<file path="src/rtl/race_pkg.sv">
// Shared constants and small helpers for the race game datapath.
package race_pkg;

  // VGA screen geometry and pixel field widths
  localparam int SCREEN_W = 160;
  localparam int SCREEN_H = 120;
  localparam int X_W      = 8;
  localparam int Y_W      = 7;
  localparam int COLOUR_W = 3;

  // 3-bit RGB palette
  localparam logic [COLOUR_W-1:0] COL_BLACK   = 3'b000;
  localparam logic [COLOUR_W-1:0] COL_BLUE    = 3'b001;
  localparam logic [COLOUR_W-1:0] COL_GREEN   = 3'b010;
  localparam logic [COLOUR_W-1:0] COL_CYAN    = 3'b011;
  localparam logic [COLOUR_W-1:0] COL_RED     = 3'b100;
  localparam logic [COLOUR_W-1:0] COL_MAGENTA = 3'b101;
  localparam logic [COLOUR_W-1:0] COL_YELLOW  = 3'b110;
  localparam logic [COLOUR_W-1:0] COL_WHITE   = 3'b111;

  // Side length of the hand-drawn car artwork
  localparam int SPRITE_DIM = 8;

  // Default start position and track limits
  localparam int X_START_DEF   = 76;
  localparam int Y_START_DEF   = 108;
  localparam int X_MIN_DEF     = 40;
  localparam int X_MAX_DEF     = 112;
  localparam int LANE_STEP_DEF = 8;
  localparam int FWD_STEP_DEF  = 2;
  localparam int FINISH_Y_DEF  = 4;

  // Resolved direction of a move strobe
  typedef enum logic [1:0] {
    MOVE_NONE,
    MOVE_FWD,
    MOVE_LEFT,
    MOVE_RIGHT
  } move_e;

  // Forward wins; left and right together cancel out
  function automatic move_e decodeMove(input logic fwd, input logic lft, input logic rgt);
    if (fwd)
      return MOVE_FWD;
    else if (lft && !rgt)
      return MOVE_LEFT;
    else if (rgt && !lft)
      return MOVE_RIGHT;
    return MOVE_NONE;
  endfunction

endpackage

</file>
<file path="src/rtl/car_sprite_rom.sv">
// Combinational car artwork ROM addressed by {row, col}; col 0 is the leftmost pixel.
module car_sprite_rom
  import race_pkg::*;
#(
  parameter int ROW_W = 3,
  parameter int COL_W = 3
) (
  input  logic [ROW_W+COL_W-1:0] i_addr,
  output logic [COLOUR_W-1:0]    o_colour
);

  logic [ROW_W-1:0] w_row;
  logic [COL_W-1:0] w_col;
  logic [SPRITE_DIM*COLOUR_W-1:0] w_rowBits;

  assign w_row = i_addr[ROW_W+COL_W-1:COL_W];
  assign w_col = i_addr[COL_W-1:0];

  // Select one row of artwork (listed col 7 down to col 0), then pick the pixel
  always_comb begin
    w_rowBits = '0;
    o_colour  = COL_BLACK;
    case (int'(w_row))
      0: w_rowBits = {COL_BLACK, COL_YELLOW, COL_RED,  COL_RED,   COL_RED,   COL_RED,  COL_YELLOW, COL_BLACK};
      1: w_rowBits = {COL_BLACK, COL_RED,    COL_RED,  COL_RED,   COL_RED,   COL_RED,  COL_RED,    COL_BLACK};
      2: w_rowBits = {COL_BLACK, COL_RED,    COL_CYAN, COL_CYAN,  COL_CYAN,  COL_CYAN, COL_RED,    COL_BLACK};
      3: w_rowBits = {COL_BLACK, COL_RED,    COL_RED,  COL_RED,   COL_RED,   COL_RED,  COL_RED,    COL_BLACK};
      4: w_rowBits = {COL_BLACK, COL_RED,    COL_RED,  COL_WHITE, COL_WHITE, COL_RED,  COL_RED,    COL_BLACK};
      5: w_rowBits = {COL_BLACK, COL_RED,    COL_RED,  COL_RED,   COL_RED,   COL_RED,  COL_RED,    COL_BLACK};
      6: w_rowBits = {COL_BLACK, COL_RED,    COL_CYAN, COL_CYAN,  COL_CYAN,  COL_CYAN, COL_RED,    COL_BLACK};
      7: w_rowBits = {COL_BLACK, COL_RED,    COL_RED,  COL_RED,   COL_RED,   COL_RED,  COL_WHITE,  COL_BLACK};
      default: w_rowBits = '0;
    endcase
    if (int'(w_col) < SPRITE_DIM)
      o_colour = w_rowBits[int'(w_col)*COLOUR_W +: COLOUR_W];
  end

endmodule

</file>
<file path="src/rtl/car_sprite_engine.sv">
// Owns the car position, scans the sprite for draw/erase requests and flags the finish line.
module car_sprite_engine
  import race_pkg::*;
#(
  parameter int CAR_W     = 8,
  parameter int CAR_H     = 8,
  parameter int X_START   = X_START_DEF,
  parameter int Y_START   = Y_START_DEF,
  parameter int X_MIN     = X_MIN_DEF,
  parameter int X_MAX     = X_MAX_DEF,
  parameter int LANE_STEP = LANE_STEP_DEF,
  parameter int FWD_STEP  = FWD_STEP_DEF,
  parameter int FINISH_Y  = FINISH_Y_DEF,
  parameter logic [COLOUR_W-1:0] ERASE_COLOUR = COL_BLACK
) (
  input  logic                Clock,
  input  logic                Resetn,
  input  logic                setResetSignals,
  input  logic                drawCar,
  input  logic                drawErase,
  input  logic                move,
  input  logic                forward,
  input  logic                left,
  input  logic                right,
  output logic [X_W-1:0]      x,
  output logic [Y_W-1:0]      y,
  output logic [COLOUR_W-1:0] colour,
  output logic                DoneDrawCar,
  output logic                DoneDrawErase,
  output logic                FinishedRace
);

  localparam int COL_W = $clog2(CAR_W);
  localparam int ROW_W = $clog2(CAR_H);

  localparam logic [X_W-1:0] X_START_V = X_START[X_W-1:0];
  localparam logic [Y_W-1:0] Y_START_V = Y_START[Y_W-1:0];
  localparam logic [Y_W-1:0] FINISH_V  = FINISH_Y[Y_W-1:0];
  localparam logic [X_W:0]   X_MIN_E   = X_MIN[X_W:0];
  localparam logic [X_W:0]   X_MAX_E   = X_MAX[X_W:0];
  localparam logic [X_W:0]   LANE_E    = LANE_STEP[X_W:0];
  localparam logic [Y_W:0]   FWD_E     = FWD_STEP[Y_W:0];
  localparam logic [COL_W-1:0] COL_LAST = COL_W'(CAR_W - 1);
  localparam logic [ROW_W-1:0] ROW_LAST = ROW_W'(CAR_H - 1);

  logic [X_W-1:0]   r_carX;
  logic [Y_W-1:0]   r_carY;
  logic [COL_W-1:0] r_col;
  logic [ROW_W-1:0] r_row;
  logic             r_doneCar;
  logic             r_doneErase;

  logic             w_reqCar;
  logic             w_reqErase;
  logic             w_advance;
  logic             w_lastCol;
  logic             w_lastPix;
  move_e            w_moveDir;
  logic [X_W:0]     w_xSub;
  logic [X_W:0]     w_xAdd;
  logic [Y_W:0]     w_ySub;
  logic [X_W-1:0]   w_nextX;
  logic [Y_W-1:0]   w_nextY;
  logic [COLOUR_W-1:0] w_romColour;

  // drawCar outranks drawErase; a finished request parks until it is dropped
  assign w_reqCar   = drawCar;
  assign w_reqErase = !drawCar && drawErase;
  assign w_advance  = (w_reqCar && !r_doneCar) || (w_reqErase && !r_doneErase);
  assign w_lastCol  = (r_col == COL_LAST);
  assign w_lastPix  = w_lastCol && (r_row == ROW_LAST);

  // One bit of headroom so underflow shows up in the top bit instead of wrapping
  assign w_moveDir = decodeMove(forward, left, right);
  assign w_xSub    = {1'b0, r_carX} - LANE_E;
  assign w_xAdd    = {1'b0, r_carX} + LANE_E;
  assign w_ySub    = {1'b0, r_carY} - FWD_E;

  // Clamp the candidate position for this move direction
  always_comb begin
    w_nextX = r_carX;
    w_nextY = r_carY;
    case (w_moveDir)
      MOVE_FWD:   w_nextY = w_ySub[Y_W] ? '0 : w_ySub[Y_W-1:0];
      MOVE_LEFT:  w_nextX = (w_xSub[X_W] || (w_xSub < X_MIN_E)) ? X_MIN_E[X_W-1:0] : w_xSub[X_W-1:0];
      MOVE_RIGHT: w_nextX = (w_xAdd > X_MAX_E) ? X_MAX_E[X_W-1:0] : w_xAdd[X_W-1:0];
      default: begin
        w_nextX = r_carX;
        w_nextY = r_carY;
      end
    endcase
  end

  // Car position register, updated by move strobes
  always_ff @(posedge Clock or negedge Resetn) begin
    if (!Resetn) begin
      r_carX <= X_START_V;
      r_carY <= Y_START_V;
    end else if (setResetSignals) begin
      r_carX <= X_START_V;
      r_carY <= Y_START_V;
    end else if (move) begin
      r_carX <= w_nextX;
      r_carY <= w_nextY;
    end
  end

  // Row-major pixel scan; both counters wrap naturally after the last pixel
  always_ff @(posedge Clock or negedge Resetn) begin
    if (!Resetn) begin
      r_col <= '0;
      r_row <= '0;
    end else if (setResetSignals) begin
      r_col <= '0;
      r_row <= '0;
    end else if (w_advance) begin
      r_col <= r_col + COL_W'(1);
      if (w_lastCol)
        r_row <= r_row + ROW_W'(1);
    end
  end

  // Done flags set on the last pixel, sticky while the request is held
  always_ff @(posedge Clock or negedge Resetn) begin
    if (!Resetn) begin
      r_doneCar   <= 1'b0;
      r_doneErase <= 1'b0;
    end else if (setResetSignals) begin
      r_doneCar   <= 1'b0;
      r_doneErase <= 1'b0;
    end else begin
      r_doneCar   <= drawCar && (r_doneCar || (w_reqCar && w_lastPix));
      r_doneErase <= drawErase && (r_doneErase || (w_reqErase && w_lastPix));
    end
  end

  car_sprite_rom #(
    .ROW_W(ROW_W),
    .COL_W(COL_W)
  ) u_rom (
    .i_addr  ({r_row, r_col}),
    .o_colour(w_romColour)
  );

  // Colour source follows the active request
  always_comb begin
    colour = '0;
    if (drawCar)
      colour = w_romColour;
    else if (drawErase)
      colour = ERASE_COLOUR;
  end

  assign x             = r_carX + X_W'(r_col);
  assign y             = r_carY + Y_W'(r_row);
  assign DoneDrawCar   = r_doneCar;
  assign DoneDrawErase = r_doneErase;
  assign FinishedRace  = (r_carY <= FINISH_V);

endmodule

</file>
<file path="config.mk">
export PLATFORM = sky130hd
export DESIGN_NAME = car_sprite_engine
export DESIGN_NICKNAME = d
export VERILOG_FILES = /design/src/rtl/race_pkg.sv /design/src/rtl/car_sprite_rom.sv /design/src/rtl/car_sprite_engine.sv
export SDC_FILE = /design/constraint.sdc
export NUM_CORES = 1
export LEC_CHECK = 0
export CAP_MARGIN = 20
export CORE_MARGIN = 3
export CORE_UTILIZATION = 30
export CTS_BUF_LIST = sky130_fd_sc_hd__clkbuf_4 sky130_fd_sc_hd__clkbuf_8 sky130_fd_sc_hd__clkbuf_16
export DETAILED_ROUTE_END_ITERATION = 8
export PLACE_DENSITY = 0.49
export SLEW_MARGIN = 20
export SYNTH_ARGS = -nofsm -noshare
export SYNTH_HDL_FRONTEND = slang
export SYNTH_SLANG_ARGS = --single-unit
</file>
<file path="constraint.sdc">
create_clock -name Clock -period 3.15 [get_ports Clock]
set_clock_uncertainty 0.2 [all_clocks]
set_input_delay 0.945 -clock Clock [delete_from_list [all_inputs] [get_ports Clock]]
set_output_delay 0.945 -clock Clock [all_outputs]
set_load 0.005 [all_outputs]
</file>
==> flow_metrics.tcl <==
set metrics [dict create \
    post-layout-total-power_mw 0.6532 \
    peakVddDrop_mv 0.2133 \
    area_growth_from_synthesis_to_final_layout_pct 27.53 \
    die_height_um 81.48 \
    rr_worst_depth 8 \
    arrival_time_of_the_worst_setup_path_ps 1900 \
    area_of_the_multi_input_gates_sq_mm 0.001074 \
    post-route-drc-count 0 \
    setup.worst_path.start_class "flop" \
    crit_chain "ha_1 > a21oi_2 > xnor2_1 > clkdlybuf4s50_1" \
    hp-start "r_carX[2]$_DFFE_PN1P_" \
    row_count 26 \
    grt_start_max_net_pins 21 \
    dieArea_sq_mm 0.006639 \
    worstSetupPathType "flop to output port" \
    min-delay-path-class "flop to flop" \
    clock_tree.root_cell "sky130_fd_sc_hd__clkbuf_8" \
    placedInstanceArea_sq_mm 0.002107 \
    syn_avg_cell_area_sq_um 8.632 \
    syn-instance-count 198 \
    synth_sequential_area_ratio 0.2980 \
    finalWeightedCongestion 0.7703 \
    synth_top_area_cell "sky130_fd_sc_hd__dfrtp_1" \
    clock_sink_count 20 \
    timing.final.crit_period_ps 3043 \
    setup_repair_after_global_routing_missed_its_margin "no" \
    p_per_area_mw_per_mm2 299.7 \
    clock_latency_ps 260 \
    timing.rr.start "r_carX[3]$_DFFE_PN1P_" \
    layout.cell_area.non_filler_sq_mm 0.002180 \
    io_buffers 29 \
    leakage_nw 0.9174 \
    cts-buffers-inserted 3 \
    clk_transition_reported_paths_ps 80 \
    synth.lib_cells_used.distinct 48 \
    post-route-period-util 0.9660 \
    grt.overflow.total 0 \
    yosys_register_bits 20 \
    vias_in_the_first_global_route 1403 \
    routed-via-count 1483 \
    cell_with_the_largest_stage_delay_on_the_worst_path "sky130_fd_sc_hd__dfstp_2" \
    timing.final.setup_violations 0 \
    r2r_setup_slack_ps 700 \
    antenna_left 0 \
    number_of_hold_slack_violations_in_the_final_timing_report 0 \
    status "completed" \
    cts_tree "yes" \
    first_iter_violations 53 \
    cap_violations 0 \
    measured_slew_at_the_worst_slew_check_pin_ps 448.4 \
    r2r_end "r_carX[3]$_DFFE_PN1P_" \
    critPathMaxFanout 2 \
    nFillCells 538 \
    detail_placement_hpwl_um 3011 \
    netlist_area_sq_mm 0.001709 \
    detail_route.wirelength_um 3869 \
    die_width_um 81.48 \
    global_route.usage.total 0.1240 \
    area.sequential_sq_um 510.5 \
    synthFlopType "sky130_fd_sc_hd__dfrtp_1" \
    instances_no_fill 302 \
    synth.top_cell.area_share 0.1903 \
    cts_htree_levels 1 \
    number_of_vias_per_cell_after_detailed_routing 4.911 \
    diodes 0 \
    synth_area_leaders "sky130_fd_sc_hd__dfrtp_1 (19%), sky130_fd_sc_hd__ha_1 (12%), sky130_fd_sc_hd__dfstp_2 (11%)" \
    min_delay_worst_endpoint "r_carX[2]$_DFFE_PN1P_" \
    core_sq_mm 0.005303 \
    initial_core_util 0.3223 \
    drt_first_pass_iters 4 \
    timing.critical_path.slowest_cell_delay_ps 540 \
    asyncSetResetFlopFracSynth 1.000 \
    drive_above_1_share 0.1509 \
    achievable_frequency_mhz 328.6 \
    relSlewSlack 0.6983 \
    worst-endpoint-required_ps 2000 \
    timing_max_transition_violations_final 0 \
    synth_fp_nets 224 \
    min_delay_path_depth 2 \
    max_buffers_root_to_sink 2 \
    grt_antenna_before_repair 0 \
    boundaryPins 30 \
    number_of_nets_at_the_end_of_the_flow 259 \
    avgRoutedWirePerCell_um 12.81 \
    grt_first_pass_wirelength_um 6534 \
    placed_cells 297 \
    timing.critical_path.to_type "output port" \
    synthesis.yosys.warnings 0 \
    synth_edf_count 0 \
]
## critical path: cells and delay by family (launching register included)
family / cells / cell delay [ps]
adder cells (fa/ha/maj): 1 / 260
buffers and inverters: 1 / 520
XOR/XNOR: 1 / 140
flip-flops: 1 / 540
AO/OA/AOI/OAI: 1 / 180
## worst max-delay path by stage
stage	endpoint	startpoint	cells past startpoint
after floorplan	r_carX[3]$_DFFE_PN1P_	left	7
after global placement	colour[1]	drawCar	4
after detailed placement	colour[1]	drawCar	4
after CTS	y[4]	r_carY[2]$_DFFE_PN1P_	5
after global routing	colour[1]	drawCar	4
final	y[3]	r_carY[2]$_DFFE_PN1P_	4
## cells in the mapped netlist (6+ instances only)
library cell	count
sky130_fd_sc_hd__a21oi_1	14
sky130_fd_sc_hd__dfrtp_1	13
sky130_fd_sc_hd__dfstp_2	7
sky130_fd_sc_hd__ha_1	17
sky130_fd_sc_hd__inv_1	16
sky130_fd_sc_hd__nand2_1	11
sky130_fd_sc_hd__nand2b_1	6
sky130_fd_sc_hd__nand3_1	9
sky130_fd_sc_hd__nor2_1	16
sky130_fd_sc_hd__nor3_1	7
sky130_fd_sc_hd__xnor2_1	11
sky130_fd_sc_hd__xor2_1	6
## power breakdown
| group | internal, mW | switching, mW | leakage (nW) |
|---|---|---|---|
| registers | 0.269 | 0.0148 | 0.251 |
| clock network | 0.111 | 0.0858 | 0.0288 |
| logic | 0.0868 | 0.0857 | 0.638 |
| total | 0.467 | 0.186 | 0.917 |
## state kept, by name, indices dropped and copies added, names as in the netlist
signal / flops
r_row: 3
DoneDrawErase: 1
r_carX: 6
r_col: 3
DoneDrawCar: 1
r_carY: 6
## logic make-up (layout without fill, tap and decap cells)
logic type | count (synthesis) | in the layout | share of synthesized area
compound gates | 44 | 44 | 0.1794
xor+xnor | 17 | 17 | 0.08711
fa+ha+maj | 17 | 17 | 0.1244
buf+inv | 29 | 63 | 0.08053
flops | 20 | 20 | 0.2980
mux | 5 | 5 | 0.03002
simple gates | 66 | 66 | 0.2006
## cells in the final DEF, fill, tap and decap left out, drive strengths merged, types with 2 or more instances in the layout
| cell type | n |
|---|---|
| clkdlybuf4s50 | 23 |
| ha | 17 |
| inv | 16 |
| nor2 | 16 |
| a21oi | 15 |
| buf | 14 |
| dfrtp | 13 |
| nand2 | 11 |
| xnor2 | 11 |
| nand3 | 9 |
| nor3 | 8 |
| dfstp | 7 |
| xor2 | 6 |
| nand2b | 6 |
| nand4 | 5 |
| o21ai | 5 |
| mux2i | 4 |
| clkbuf | 4 |
| dlygate4sd2 | 4 |
| nor3b | 3 |
| o22ai | 3 |
| a211oi | 3 |
| a31oi | 2 |
| or3 | 2 |
| o32a | 2 |
| o31ai | 2 |
| o211ai | 2 |
## stage by stage
step | hold slack (ps) | setup TNS (ps) | util | worst slack (ps)
2_1_floorplan | 318.3 | 0 | - | 526.7
3_3_place_gp | 341.3 | -389.5 | 0.3974 | -201.7
3_5_place_dp | 352.0 | -395.6 | 0.3974 | -198.3
4_1_cts | 365.5 | 0 | 0.4092 | 6.738
5_1_grt | 393.1 | 0 | 0.4110 | 18.11
6_report | 362.6 | 0 | 0.4110 | 107.2
## routing by layer
metal | vias to the layer above | track usage | part of all wire
met2 | 21 | 0.1873 | 0.45
li1 | 768 | - | -
met4 | 0 | 0.01520 | 0.0036
met3 | 2 | 0.02961 | 0.032
met1 | 692 | 0.1835 | 0.52
met5 | - | 0 | 0
## what timing repair did
item	4_1_cts	5_1_grt
pin swaps	1	1
buffers inserted	1	0
gates resized for setup	7	4
hold buffers	0	0
hold endpoints to repair	0	0
setup endpoints to repair	6	5
## final cells by class
type                            instances  area share
Multi-Input combinational cell        149      0.4925
Timing Repair Buffer                   43      0.1803
Inverter                               16     0.02755
Tap cell                               70     0.04018
Clock buffer                            4     0.02526
Sequential cell                        20      0.2342
(Power assumes the default switching activity.)
